[src/rtl/seg_scan_display_if.sv]
// Bus bundle for seg_scan_display: source selection/data in, segment/anode pins and status out.
// Parameters must match the seg_scan_display instance they connect to.
interface seg_scan_display_if #(
    parameter int unsigned DIGITS  = 8,
    parameter int unsigned NUM_SRC = 5,
    parameter int unsigned DATA_W  = 32,
    parameter int unsigned SEL_W   = 3
);
    logic [SEL_W-1:0]          src_sel;
    logic                      hold;
    logic [NUM_SRC*DATA_W-1:0] src_data;
    logic [NUM_SRC-1:0]        bcd_mask;
    logic [7:0]                SEG;
    logic [DIGITS-1:0]         AN;
    logic                      busy;
    logic                      ovf;

    modport master (
        output src_sel, hold, src_data, bcd_mask,
        input  SEG, AN, busy, ovf
    );

    modport slave (
        input  src_sel, hold, src_data, bcd_mask,
        output SEG, AN, busy, ovf
    );
endinterface

[src/rtl/seg_scan_display.sv]
// Multiplexed seven-segment controller: frame-synchronous capture, hex or sequential double-dabble decimal.
// Optional macro LEAD_ZERO_BLANK_EN blanks leading zero digits in decimal mode.
module seg_scan_display #(
    parameter int unsigned DIGITS  = 8,
    parameter int unsigned NUM_SRC = 5,
    parameter int unsigned DATA_W  = 32,
    parameter int unsigned CLK_DIV = 100_000,
    parameter int unsigned SEL_W   = 3
) (
    input  logic              clk,
    input  logic              rst_n,
    seg_scan_display_if.slave bus
);
    localparam int unsigned BW = 4 * DIGITS;
    localparam int unsigned IW = (DIGITS > 1) ? $clog2(DIGITS) : 1;
    localparam int unsigned PW = (CLK_DIV > 1) ? $clog2(CLK_DIV) : 1;
    localparam int unsigned CW = $clog2(DATA_W + 1);

    typedef enum logic [1:0] {
        IDLE = 2'd0,
        CONV = 2'd1,
        LOAD = 2'd2
    } state_t;

    state_t            state_q, state_n;
    logic [PW-1:0]     pre_q;
    logic [IW-1:0]     idx_q;
    logic              upd_q;
    logic              tick;
    logic              frame_end;
    logic [DATA_W-1:0] word_q, word_n;
    logic              mode_q, mode_n;
    logic [BW-1:0]     bcd_q, bcd_n;
    logic [BW-1:0]     adj;
    logic [CW-1:0]     cnt_q, cnt_n;
    logic              covf_q, covf_n;
    logic [BW-1:0]     disp_q, disp_n;
    logic              ovf_q, ovf_n;
    logic              busy_q;
    logic [7:0]        seg_q;
    logic [DIGITS-1:0] an_q;
    logic [DATA_W-1:0] sel_word;
    logic              sel_mode;
    logic [3:0]        nib;
    logic              blank;
`ifdef LEAD_ZERO_BLANK_EN
    logic              dmode_q, dmode_n;
`endif

    function automatic logic [7:0] seg_decode(input logic [3:0] d);
        case (d)
            4'h0:    return 8'hC0;
            4'h1:    return 8'hF9;
            4'h2:    return 8'hA4;
            4'h3:    return 8'hB0;
            4'h4:    return 8'h99;
            4'h5:    return 8'h92;
            4'h6:    return 8'h82;
            4'h7:    return 8'hF8;
            4'h8:    return 8'h80;
            4'h9:    return 8'h98;
            4'hA:    return 8'h88;
            4'hB:    return 8'h83;
            4'hC:    return 8'hA7;
            4'hD:    return 8'hA1;
            4'hE:    return 8'h86;
            default: return 8'h8E;
        endcase
    endfunction

    // Double-dabble correction: every BCD nibble >= 5 gets +3 before the shift
    function automatic logic [BW-1:0] dabble_adjust(input logic [BW-1:0] b);
        logic [BW-1:0] r;
        logic [3:0]    n;
        r = b;
        for (int i = 0; i < int'(DIGITS); i++) begin
            n = b[i*4 +: 4];
            if (n >= 4'd5) r[i*4 +: 4] = n + 4'd3;
        end
        return r;
    endfunction

    function automatic logic [BW-1:0] hex_low(input logic [DATA_W-1:0] w);
        logic [BW-1:0] r;
        r = '0;
        for (int i = 0; i < int'(BW) && i < int'(DATA_W); i++) r[i] = w[i];
        return r;
    endfunction

    function automatic logic hex_ovf(input logic [DATA_W-1:0] w);
        logic o;
        o = 1'b0;
        for (int i = int'(BW); i < int'(DATA_W); i++) o = o | w[i];
        return o;
    endfunction

    assign tick      = (pre_q == PW'(CLK_DIV - 1));
    assign frame_end = tick && (idx_q == IW'(DIGITS - 1));

    // Prescaler and digit scan counter
    always_ff @(posedge clk or negedge rst_n) begin
        if (!rst_n) begin
            pre_q <= '0;
            idx_q <= '0;
            upd_q <= 1'b0;
        end else begin
            pre_q <= tick ? '0 : pre_q + PW'(1);
            upd_q <= tick;
            if (tick) idx_q <= (idx_q == IW'(DIGITS - 1)) ? '0 : idx_q + IW'(1);
        end
    end

    // Out-of-range src_sel leaves the defaults: word 0 in hex mode
    always_comb begin
        sel_word = '0;
        sel_mode = 1'b0;
        for (int k = 0; k < int'(NUM_SRC); k++) begin
            if (bus.src_sel == SEL_W'(k)) begin
                sel_word = bus.src_data[k*DATA_W +: DATA_W];
                sel_mode = bus.bcd_mask[k];
            end
        end
    end

    always_ff @(posedge clk or negedge rst_n) begin
        if (!rst_n) state_q <= IDLE;
        else        state_q <= state_n;
    end

    always_comb begin
        state_n = state_q;
        word_n  = word_q;
        mode_n  = mode_q;
        bcd_n   = bcd_q;
        cnt_n   = cnt_q;
        covf_n  = covf_q;
        disp_n  = disp_q;
        ovf_n   = ovf_q;
        adj     = '0;
`ifdef LEAD_ZERO_BLANK_EN
        dmode_n = dmode_q;
`endif
        case (state_q)
            IDLE: begin
                if (frame_end && !bus.hold) begin
                    word_n  = sel_word;
                    mode_n  = sel_mode;
                    bcd_n   = '0;
                    cnt_n   = '0;
                    covf_n  = 1'b0;
                    state_n = sel_mode ? CONV : LOAD;
                end
            end
            CONV: begin
                adj    = dabble_adjust(bcd_q);
                covf_n = covf_q | adj[BW-1];
                bcd_n  = {adj[BW-2:0], word_q[DATA_W-1]};
                word_n = {word_q[DATA_W-2:0], 1'b0};
                cnt_n  = cnt_q + CW'(1);
                if (cnt_q == CW'(DATA_W - 1)) state_n = LOAD;
            end
            LOAD: begin
                if (mode_q) begin
                    disp_n = bcd_q;
                    ovf_n  = covf_q;
                end else begin
                    disp_n = hex_low(word_q);
                    ovf_n  = hex_ovf(word_q);
                end
`ifdef LEAD_ZERO_BLANK_EN
                dmode_n = mode_q;
`endif
                state_n = IDLE;
            end
            default: state_n = IDLE;
        endcase
    end

    always_ff @(posedge clk or negedge rst_n) begin
        if (!rst_n) begin
            word_q  <= '0;
            mode_q  <= 1'b0;
            bcd_q   <= '0;
            cnt_q   <= '0;
            covf_q  <= 1'b0;
            disp_q  <= '0;
            ovf_q   <= 1'b0;
            busy_q  <= 1'b0;
`ifdef LEAD_ZERO_BLANK_EN
            dmode_q <= 1'b0;
`endif
        end else begin
            word_q  <= word_n;
            mode_q  <= mode_n;
            bcd_q   <= bcd_n;
            cnt_q   <= cnt_n;
            covf_q  <= covf_n;
            disp_q  <= disp_n;
            ovf_q   <= ovf_n;
            busy_q  <= (state_n != IDLE);
`ifdef LEAD_ZERO_BLANK_EN
            dmode_q <= dmode_n;
`endif
        end
    end

    // Digit pick uses disp_n so a LOAD on the slot's first cycle shows for the whole slot
    always_comb begin
        nib = '0;
        for (int i = 0; i < int'(DIGITS); i++) begin
            if (idx_q == IW'(i)) nib = disp_n[i*4 +: 4];
        end
`ifdef LEAD_ZERO_BLANK_EN
        blank = dmode_n && (idx_q != '0);
        for (int i = 0; i < int'(DIGITS); i++) begin
            if (i >= int'(idx_q) && disp_n[i*4 +: 4] != 4'h0) blank = 1'b0;
        end
`else
        blank = 1'b0;
`endif
    end

    // SEG/AN only change once per digit slot
    always_ff @(posedge clk or negedge rst_n) begin
        if (!rst_n) begin
            seg_q <= 8'hFF;
            an_q  <= '1;
        end else if (upd_q) begin
            seg_q <= blank ? 8'hFF : seg_decode(nib);
            an_q  <= ~(DIGITS'(1) << idx_q);
        end
    end

    assign bus.SEG  = seg_q;
    assign bus.AN   = an_q;
    assign bus.busy = busy_q;
    assign bus.ovf  = ovf_q;
endmodule
[src/flat_wrapper.sv]
// flat-port wrapper written by rule: the top's interface ports become plain ports
module seg_scan_display_flat 
#(
    parameter int unsigned DIGITS  = 8,
    parameter int unsigned NUM_SRC = 5,
    parameter int unsigned DATA_W  = 32,
    parameter int unsigned CLK_DIV = 100_000,
    parameter int unsigned SEL_W   = 3
)
  (clk, rst_n, bus_src_sel, bus_hold, bus_src_data, bus_bcd_mask, bus_SEG, bus_AN, bus_busy, bus_ovf);
  seg_scan_display_if #(.DIGITS(DIGITS), .NUM_SRC(NUM_SRC), .DATA_W(DATA_W), .SEL_W(SEL_W)) bus_i ();
  input  logic clk;
  input  logic rst_n;
  input wire logic [$bits(bus_i.src_sel)-1:0] bus_src_sel;
  input wire logic [$bits(bus_i.hold)-1:0] bus_hold;
  input wire logic [$bits(bus_i.src_data)-1:0] bus_src_data;
  input wire logic [$bits(bus_i.bcd_mask)-1:0] bus_bcd_mask;
  output wire logic [$bits(bus_i.SEG)-1:0] bus_SEG;
  output wire logic [$bits(bus_i.AN)-1:0] bus_AN;
  output wire logic [$bits(bus_i.busy)-1:0] bus_busy;
  output wire logic [$bits(bus_i.ovf)-1:0] bus_ovf;
  assign bus_i.src_sel = bus_src_sel;
  assign bus_i.hold = bus_hold;
  assign bus_i.src_data = bus_src_data;
  assign bus_i.bcd_mask = bus_bcd_mask;
  assign bus_SEG = bus_i.SEG;
  assign bus_AN = bus_i.AN;
  assign bus_busy = bus_i.busy;
  assign bus_ovf = bus_i.ovf;
  seg_scan_display #(.DIGITS(DIGITS), .NUM_SRC(NUM_SRC), .DATA_W(DATA_W), .CLK_DIV(CLK_DIV), .SEL_W(SEL_W)) u_core (.clk(clk), .rst_n(rst_n), .bus(bus_i));
endmodule
[config.mk]
export PLATFORM = sky130hd
export DESIGN_NAME = seg_scan_display_flat
export DESIGN_NICKNAME = d
export VERILOG_FILES = /design/src/rtl/seg_scan_display_if.sv /design/src/rtl/seg_scan_display.sv /design/src/flat_wrapper.sv
export SDC_FILE = /design/constraint.sdc
export NUM_CORES = 1
export LEC_CHECK = 0
export CORE_MARGIN = 3
export CORE_UTILIZATION = 53
export CTS_BUF_LIST = sky130_fd_sc_hd__clkbuf_8
export DETAILED_ROUTE_END_ITERATION = 8
export GPL_TIMING_DRIVEN = 0
export PLACE_DENSITY = 0.8
export SETUP_SLACK_MARGIN = 0.02
export SKIP_LAST_GASP = 1
export SYNTH_ARGS = -nofsm -noshare
export SYNTH_HDL_FRONTEND = slang
export SYNTH_SLANG_ARGS = --single-unit
[constraint.sdc]
create_clock -name clk -period 3.9 [get_ports clk]
set_input_delay 0.78 -clock clk [delete_from_list [all_inputs] [get_ports clk]]
set_output_delay 0.78 -clock clk [all_outputs]
set_load 0.05 [all_outputs]
==> impl_metrics.csv, run 1 <==
group,metric,value,unit
sta,maxSlewHeadroom,0.484,
finish,areaGrowthSynthToFinish,29.4,%
die,die-area,18000,sq um
sta,slew_viol_final,0,
clock_tree,htreeDepth,4,
setup_path,cp_max_fo,8,
sta,min_period,3.72,ns
yosys,synthTopCellsByCount,"dfrtp_1 (129), nand2_1 (98), o21ai_0 (68)",
die,rows,46,
clock_tree,cts_setup_buffers,0,
global_route,grt_pass1_vias,7787,
sta,rsz0062_at_grt,"false",
global_route,overflow,0,
global_route,grt_max_degree,82,
route,highest_layer,"met4",
die,die_height,134,microns
route,wl_met3,1930,microns
route,first_pass_iters,5,
clock_tree,cts_tree,"yes",
clock_tree,numCtsBuffers,17,
yosys,ys_seq_area_frac,0.417,
route,drt_wl_total,26600,microns
clock_tree,clk_pin_slew_worst_paths,0.08,ns
route,wl_met2,13300,microns
clock_tree,clk_latency,0.47,ns
route,vias,7700,
sta,worst_pin_slew,0.775,ns
place,placed_area,10800,sq um
setup_path,required,4.28,ns
setup_path,r2r_slack,0.18,ns
setup_path,end_kind,"flip-flop",
yosys,async_reset_ff_frac,1.00,
sta,max_clock_freq,269,MHz
sta,finalSetupViolations,0,
global_route,grt_pass1_wl,41600,microns
place,dpl.hpwl,20900,microns
yosys,synth_area_per_cell,10.1,sq um
yosys,yosys-top-cells-area,"dfrtp_1 (37%), mux4_2 (8.6%), dfstp_2 (4.5%), nand2_1 (4.2%), ha_1 (4.2%)",
sta,hold_ws,0.290,ns
global_route,track_usage,0.299,
yosys,synth_flop_cell,"dfrtp_1",
power,vdd_ir_drop_max,0.245,mV
yosys,synth_cells,858,
die,die_w,134,microns
clock_tree,cts-resized-gates,0,
clock_tree,cts_sinks,144,
clock_tree,cts_buffer_depth,2,
setup_path,cp-start-kind,"flip-flop",
power,p_per_area,427,nW/um^2
sta,period_share,0.953,
yosys,yosysWarningCount,0,
yosys,yosys_register_bits,144,
route,wl_met1,10500,microns
setup_path,regToRegStartpoint,"u_core.idx_q[0]",
finish,antenna_cells,0,
yosys,syn_area,8690,sq um
setup_path,ff2ff_path_depth,12,
route,vias_per_cell,5.96,
route,drt.antenna.violating_nets,0,
yosys,synth_fp_nets,1058,
run,maxCapViolCount,0,
finish,design_area,11200,sq um
hold_path,hp-class,"in -> async",
yosys,yosysTopAreaCellShare,0.372,
route,wl_per_cell,20.6,microns
place,portBuffers,185,
sta,clock_skew,0.0136,ns
die,ios,189,
sta,timing.final.hold_violations,0,
yosys,synth-edff-count,0,
setup_path,worstReg2RegEnd,"u_core.bus.SEG[0]",
finish,fin_nets,1263,
place,place_congestion,0.921,
setup_path,path_class,"reg -> reg",
route,drc,0,
finish,drive_gt1_frac,0.125,
sta,finalWorstSetupSlack,0.181,ns
clock_tree,ctsHoldBuffers,0,
sta,fin_tns_setup,0,ns
route,drtIter0Drc,643,
place,place_ws,0.305,ns
power,leakage,4.64,nW
yosys,yosys.area.top_type,"dfrtp_1",
yosys,ys_types,67,
die,start_util,0.545,
die,coreArea,15900,sq um
setup_path,cp_data_arrival_time,4.10,ns
clock_tree,root_buffer,"clkbuf_8",
yosys,yosysMostFrequentCell,"dfrtp_1",
outcome,outcome,"finished, final reports clean",
global_route,antenna_found_initial,0,
[critical path, cell delays in order (launching register included)]
cell       delay, ns
dfrtp_1         0.42
ha_1            0.27
ha_1            0.31
inv_1           0.25
nand2_1         0.23
a221oi_1        0.28
a21boi_0        0.26
a22o_1          0.39
inv_1           0.12
ha_1            0.30
or4_1           0.56
o2111ai_1       0.13
o211ai_1        0.11
[how the worst max path moves through the flow]
stage               startpoint                end  slack, ns
2_1_floorplan  u_core.idx_q[2]  u_core.bus.SEG[0]       0.94
3_3_place_gp             rst_n   u_core.word_q[6]      -3.72
3_5_place_dp   u_core.idx_q[2]  u_core.bus.SEG[0]       0.31
4_1_cts        u_core.idx_q[2]  u_core.bus.SEG[0]       0.29
5_1_grt        u_core.idx_q[0]  u_core.bus.SEG[0]       0.05
6_report       u_core.idx_q[0]  u_core.bus.SEG[0]       0.18
[cells in the final DEF (no fill, tap or decap), types with 4 or more instances in the layout]
cell,count
inv_1,35
mux2i_1,36
clkinvlp_4,4
o31ai_1,8
a31oi_1,7
o2bb2ai_1,5
a22o_1,18
xnor2_1,16
nor3_1,18
clkdlybuf4s50_1,184
or3_1,4
nor2_1,43
nand2b_1,13
buf_2,5
nand3b_1,4
a22oi_1,18
dfrtp_1,129
ha_1,29
nand3_1,49
clkbuf_8,18
xor2_1,15
nor2b_1,7
dfstp_2,15
a21oi_1,25
clkbuf_1,40
o21ai_1,4
o211ai_1,16
and2_1,7
nand2_1,98
mux4_2,33
buf_6,6
o21ai_0,68
mux2_2,31
o221ai_1,5
[final cells by class]
class / instances / area, sq um
Buffer: 56 / 267
Clock buffer: 18 / 248
Clock inverter: 14 / 154
Fill cell: 1225 / 4700
Inverter: 32 / 120
Multi-Input combinational cell: 626 / 4680
Sequential cell: 144 / 3620
Tap cell: 216 / 270
Timing Repair Buffer: 186 / 1880
[cells by family after synthesis]
kind of cell             count (synthesis)  share of synthesized area
other                                    1                   0.000432
adder cells (fa/ha/maj)                 29                     0.0418
XOR/XNOR                                31                     0.0312
AO/OA/AOI/OAI                          199                      0.151
multiplexers                           104                      0.173
AND/OR/NAND/NOR                        262                      0.141
flip-flops                             144                      0.417
buffers and inverters                   88                     0.0444
[power breakdown]
| group | internal, mW | total (mW) | leakage [nW] | switching (mW) |
|---|---|---|---|---|
| clock | 0.637 | 1.22 | 0.206 | 0.581 |
| combinational | 0.698 | 1.53 | 2.55 | 0.835 |
| sequential | 1.71 | 2.05 | 1.89 | 0.336 |
| total | 3.05 | 4.80 | 4.64 | 1.75 |
[per-layer routing]
| metal | vias to the layer above | GRT usage |
|---|---|---|
| met5 | - | 0 |
| met2 | 349 | 0.508 |
| met3 | 51 | 0.0578 |
| li1 | 3531 | - |
| met1 | 3769 | 0.378 |
| met4 | 0 | 0.121 |
[metrics by stage]
stage | cells | power [mW] | utilization
6_report | 1292 | 4.80 | 0.705
5_1_grt | 1292 | 5.06 | 0.705
4_1_cts | 1292 | 4.78 | 0.705
3_5_place_dp | 1260 | 3.57 | 0.680
3_3_place_gp | 1259 | 3.50 | 0.678
2_1_floorplan | 858 | 2.95 | -
[flip-flops by register name (all words and copies together) (netlist names)]
name,cells
u_core.bcd_q,32
u_core.bus.AN,8
u_core.bus.SEG,7
u_core.bus.busy,1
u_core.bus.ovf,1
u_core.cnt_q,6
u_core.covf_q,1
u_core.disp_q,32
u_core.idx_q,3
u_core.mode_q,1
u_core.pre_q,17
u_core.state_q,2
u_core.upd_q,1
u_core.word_q,32
No activity file was read; power rests on OpenSTA's default activity.
==> run 2: changes to the inputs <==
- CORE_ASPECT_RATIO: not set -> 0.5
==> run 2 against run 1 <==
  * Sequential power shrank 2%
  * Setup slack gained 0.13 ns
  * Via count grew 0.49%
  * Cell area is essentially flat
  * First-iteration DRC count grew 27%
  * Clock power is essentially flat
  * Clock skew is essentially flat
  * Global-route usage shrank 0.37 points
==> impl_metrics.csv, run 2 (same netlist as run 1, synthesis figures left out) <==
group,metric,value,unit
outcome,outcome,"finished, final reports clean",
setup_path,end_kind,"flip-flop",
route,drt.antenna.violating_nets,0,
clock_tree,cts_sinks,144,
setup_path,crit_top_cell,"ha_1",
global_route,grt_max_degree,102,
setup_path,path_buf_inv,2,
route,drtIter0Drc,816,
place,dp.cells,1265,
setup_path,slowest_delay,0.53,ns
die,start_util,0.552,
sta,finalSetupViolations,0,
setup_path,path_class,"reg -> reg",
setup_path,worstReg2RegEnd,"u_core.bus.SEG[0]",
place,dpl.hpwl,19900,microns
setup_path,cp-start-kind,"flip-flop",
finish,mostFrequentLayoutCells,"clkdlybuf4s50_1 (184), dfrtp_1 (129), nand2_1 (98)",
global_route,overflow,0,
sta,min_period,3.58,ns
die,rows,32,
finish,largestRegisters,"u_core.bcd_q x32, u_core.disp_q x32, u_core.word_q x32",
clock_tree,root_buffer,"clkbuf_8",
finish,fin_nets,1263,
sta,timing.final.hold_violations,0,
setup_path,cp_data_arrival_time,3.96,ns
global_route,antenna_found_initial,0,
route,vias,7738,
global_route,grt_pass1_vias,7587,
clock_tree,numCtsBuffers,17,
route,vias_per_cell,5.97,
power,leakage,4.63,nW
die,die_w,187,microns
place,place_congestion,0.910,
finish,stdcell_count,1297,
setup_path,startpoint,"u_core.idx_q[0]",
setup_path,path_cells,"ha_1 -> ha_1 -> inv_1 -> nand2_1 -> a221oi_1 -> a21boi_0 -> a22o_2 -> inv_1 -> ha_1 -> or4_1 -> o2111ai_1 -> o211ai_1",
global_route,grt_pass1_wl,41400,microns
clock_tree,clk_latency,0.46,ns
hold_path,hp-class,"in -> async",
route,drt_wl_total,26200,microns
finish,antenna_cells,0,
die,die_height,96.5,microns
power,power,4.79,mW
route,first_pass_iters,6,
die,ios,189,
run,maxCapViolCount,0,
sta,slew_viol_final,0,
setup_path,cp_top_family,"compound AO/OA/AOI/OAI gates",
global_route,track_usage,0.295,
sta,worst_pin_slew,0.770,ns
setup_path,cp_max_fo,8,
route,drc,0,
clock_tree,clk_pin_slew_worst_paths,0.09,ns
power,p_per_area,426,nW/um^2
sta,fin_tns_setup,0,ns
setup_path,regToRegStartpoint,"u_core.idx_q[0]",
sta,rsz0062_at_grt,"false",
clock_tree,ctsHoldBuffers,0,
setup_path,slowest_stage,"or4_1",
die,coreArea,15700,sq um
finish,n_fill_cell,1181,
place,portBuffers,185,
finish,areaGrowthSynthToFinish,29.5,%
clock_tree,cts_tree,"yes",
sta,maxSlewHeadroom,0.487,
finish,layout_commonest_cell,"clkdlybuf4s50_1",
clock_tree,htreeDepth,4,
setup_path,r2r_slack,0.32,ns
power,vdd_ir_drop_max,0.235,mV
sta,period_share,0.919,
sta,clock_skew,0.0132,ns
sta,max_clock_freq,279,MHz
setup_path,ff2ff_path_depth,12,
finish,drive_gt1_frac,0.128,
die,die-area,18100,sq um
clock_tree,cts_buffer_depth,2,
route,wl_per_cell,20.2,microns
setup_path,required,4.27,ns
## run 2: cell types whose count changed in the layout (fill, tap and decap cells not counted)
| cell | previous run | this run |
|---|---|---|
| inv_8 | 0 | 1 |
| a22o_1 | 18 | 17 |
| clkinvlp_4 | 4 | 5 |
| bufinv_16 | 3 | 2 |
| inv_1 | 35 | 32 |
| clkinv_2 | 2 | 0 |
| inv_6 | 0 | 4 |
| a22o_2 | 0 | 1 |
## run 2: where the power goes
part / switching [mW] / internal, mW
Combinational: 0.860 / 0.697
Sequential: 0.295 / 1.71
Clock: 0.633 / 0.595
Total: 1.79 / 3.01
## run 2: worst max-delay path by stage
| stage | to | cells past startpoint |
|---|---|---|
| floorplan | u_core.bus.SEG[0] | 12 |
| finish | u_core.bus.SEG[0] | 12 |
| global route | u_core.bus.SEG[0] | 12 |
| CTS | u_core.bus.SEG[0] | 12 |
| detailed placement | u_core.bus.SEG[0] | 12 |
| global placement | u_core.pre_q[12] | 1 |
## run 2: area by class of cell
cell class / instances / area (sq um) / share of cell area
Sequential cell: 144 / 3620 / 0.322
Clock buffer: 18 / 248 / 0.0220
Multi-Input combinational cell: 626 / 4680 / 0.416
Tap cell: 221 / 277 / 0.0246
Buffer: 56 / 267 / 0.0237
Timing Repair Buffer: 186 / 1880 / 0.167
Inverter: 32 / 120 / 0.0107
Clock inverter: 14 / 156 / 0.0139
## run 2: metrics by stage
stage | area [sq um] | utilization | hold slack [ns] | worst slack (ns)
2_1_floorplan | 8690 | - | 0.441 | 0.945
3_3_place_gp | 10800 | 0.687 | 0.457 | -3.61
3_5_place_dp | 10800 | 0.689 | 0.470 | 0.296
4_1_cts | 11200 | 0.715 | 0.240 | 0.254
5_1_grt | 11300 | 0.715 | 0.231 | 0.121
6_report | 11300 | 0.715 | 0.227 | 0.316
## run 2: worst reg2reg max path, stage by stage (launching register included)
cell       delay (ns)
dfrtp_1          0.43
ha_1             0.24
ha_1             0.31
inv_1            0.31
nand2_1          0.25
a221oi_1         0.30
a21boi_0         0.25
a22o_2           0.28
inv_1            0.09
ha_1             0.28
or4_1            0.53
o2111ai_1        0.12
o211ai_1         0.10
## run 2: metal layers
metal  vias up  part of all wire  global-route usage
li1       3529                 -                   -
met1      3836              0.43               0.398
met5         -                 0                   0
met3        42             0.097              0.0937
met2       331              0.46               0.470
met4         0             0.014              0.0717
## run 2: repair_timing
action | 4_1_cts | 5_1_grt
endpoints found under the setup margin | 0 | 1
gates resized for setup | 0 | 3
buffers inserted | 0 | 0
hold endpoints to repair | 0 | 0
==> run 3: changes to the inputs <==
- CORE_UTILIZATION: 53 -> 48
- PLACE_DENSITY: 0.8 -> 0.76
- clock period: 3.9 -> 3.1 ns (I/O delays scaled with it)
==> run 3 against run 2 <==
  * Combinational power up 28%
  * Clock skew about the same
  * Sequential share of layout area down 0.96 points
  * Die area up 9.9%
  * Clock power up 53%
  * Routed wire length up 7.3%
  * First-iteration DRC count down 8.1%
  * Count of clock-buffer cells in the layout up 2
  * Cell area up 3.2%
  * Total power up 34%
  * Critical endpoint is now u_core.bus.SEG[3]
  * Largest power group unchanged
==> impl_metrics.csv, run 3 (same netlist as run 1, synthesis figures left out) <==
group,metric,value,unit
clock_tree,clk_pin_slew_worst_paths,0.09,ns
clock_tree,cts_buffer_depth,2,
setup_path,ff2ff_path_depth,13,
route,drt_wl_total,28100,microns
global_route,antenna_found_initial,1,
setup_path,crit_top_cell,"mux2_2",
sta,fin_tns_setup,0,ns
finish,areaGrowthSynthToFinish,33.6,%
setup_path,path_class,"reg -> reg",
finish,final_util,0.661,
setup_path,r2r_slack,0.11,ns
setup_path,cp_max_fo,10,
sta,clock_skew,0.0132,ns
route,drt.antenna.violating_nets,0,
hold_path,hp-class,"in -> async",
clock_tree,cts_tree,"yes",
global_route,grt_pass1_vias,7811,
clock_tree,root_buffer,"clkbuf_8",
clock_tree,numCtsBuffers,17,
setup_path,end_kind,"flip-flop",
setup_path,worstReg2RegEnd,"u_core.bus.SEG[3]",
sta,maxSlewHeadroom,0.469,
power,p_per_area,553,nW/um^2
global_route,overflow,0,
die,start_util,0.495,
setup_path,regToRegStartpoint,"u_core.mode_q",
route,drtIter0Drc,750,
setup_path,cp_data_arrival_time,3.37,ns
setup_path,slowest_delay,0.37,ns
power,intPower,4.17,mW
die,die_w,196,microns
clock_tree,clk_latency,0.46,ns
finish,layout_commonest_cell,"clkdlybuf4s50_1",
place,place_congestion,0.929,
place,dpl.hpwl,21500,microns
finish,largestRegisters,"u_core.bcd_q x32, u_core.disp_q x32, u_core.word_q x32",
sta,slew_viol_final,0,
route,first_pass_iters,5,
power,power,6.41,mW
die,die-area,19800,sq um
outcome,outcome,"finished, final reports clean",
power,leakage,4.80,nW
finish,mostFrequentLayoutCells,"clkdlybuf4s50_1 (184), dfrtp_1 (127), nand2_1 (97)",
sta,hold_ws,0.0788,ns
sta,finalWorstSetupSlack,0.105,ns
global_route,track_usage,0.287,
place,portBuffers,185,
global_route,grt_max_degree,102,
die,ios,189,
setup_path,path_cells,"buf_6 -> buf_12 -> mux2_2 -> mux2_2 -> o221ai_2 -> a21boi_2 -> a31o_2 -> inv_1 -> ha_2 -> or3_1 -> o22ai_1 -> o22a_1 -> o311ai_2",
route,vias,7875,
run,maxCapViolCount,0,
power,swShare,0.350,
setup_path,slowest_stage,"or3_1",
power,clkPwrFrac,0.294,
setup_path,required,3.48,ns
power,vdd_ir_drop_max,0.314,mV
finish,n_fill_cell,1401,
finish,drive_gt1_frac,0.168,
die,die_height,101,microns
setup_path,cp-start-kind,"flip-flop",
clock_tree,cts_sinks,144,
place,dp.cells,1278,
sta,finalSetupViolations,0,
place,placed_area,10900,sq um
power,switchingPower,2.25,mW
global_route,grt_pass1_wl,43900,microns
place,place_ws,-0.419,ns
sta,max_clock_freq,334,MHz
sta,min_period,2.99,ns
finish,design_area,11600,sq um
route,drc,0,
route,wl_per_cell,21.2,microns
finish,antenna_cells,0,
sta,timing.final.hold_violations,0,
route,vias_per_cell,5.94,
power,pwr-share-comb,0.313,
finish,stdcell_count,1326,
die,rows,34,
power,p_seq_frac,0.394,
sta,worst_pin_slew,0.797,ns
die,coreArea,17600,sq um
clock_tree,ctsHoldBuffers,0,
finish,fin_nets,1279,
sta,period_share,0.966,
clock_tree,htreeDepth,4,
## run 3: cell count changes in the layout (fill, tap and decap cells not counted), moves of 5 or more
cell      change
clkbuf_1      -6
ha_2          +5
ha_1          -5
buf_4        +17
## run 3: cell type report
cell class                 instances  area, sq um  share of cell area
multi-input combinational        626         4770               0.411
tap                              234          293              0.0252
buffer                            55          290              0.0250
sequential                       144         3620               0.312
clock inverter                    12          226              0.0195
clock buffer                      20          275              0.0237
inverter                          32          120              0.0103
timing repair buffer             203         2010               0.173
## run 3: worst max-delay path: cells and delay by family, from the launching register on
kind	cells	cell delay (ns)
AOI/OAI and AO/OA	6	0.91
muxes	2	0.68
buffers and inverters	3	0.37
and+or+nand+nor	1	0.37
DFF	1	0.35
adders and majority gates	1	0.20
## run 3: power groups by stage
stage | Sequential (mW) | Combinational [mW] | Clock (mW)
6_report | 2.53 | 2.00 | 1.88
5_1_grt | 2.56 | 2.23 | 1.98
4_1_cts | 2.51 | 1.96 | 1.89
3_5_place_dp | 2.53 | 1.94 | 0
3_3_place_gp | 2.53 | 1.86 | 0
2_1_floorplan | 2.43 | 1.28 | 0
## run 3: timing repair
action	CTS	global route
pin swaps	1	4
setup endpoints to repair	27	37
gates resized for setup	17	28
buffers inserted	8	9
## run 3: worst max path at each step
stage / from / to / slack, ns
after floorplan: u_core.idx_q[2] / u_core.bus.SEG[0] / 0.14
after global placement: rst_n / u_core.pre_q[11] / -4.32
after detailed placement: u_core.mode_q / u_core.bus.SEG[0] / -0.42
after CTS: u_core.mode_q / u_core.bus.SEG[0] / -0.08
after global routing: u_core.state_q[0] / u_core.bus.SEG[0] / -0.02
final: u_core.mode_q / u_core.bus.SEG[3] / 0.11
## run 3: per-layer routing
metal	track usage	vias to the layer above	wire length (microns)
met5	0	-	9
met4	0.0728	2	408
met3	0.0695	41	2140
met2	0.461	309	13300
met1	0.399	3958	12300
li1	-	3565	-
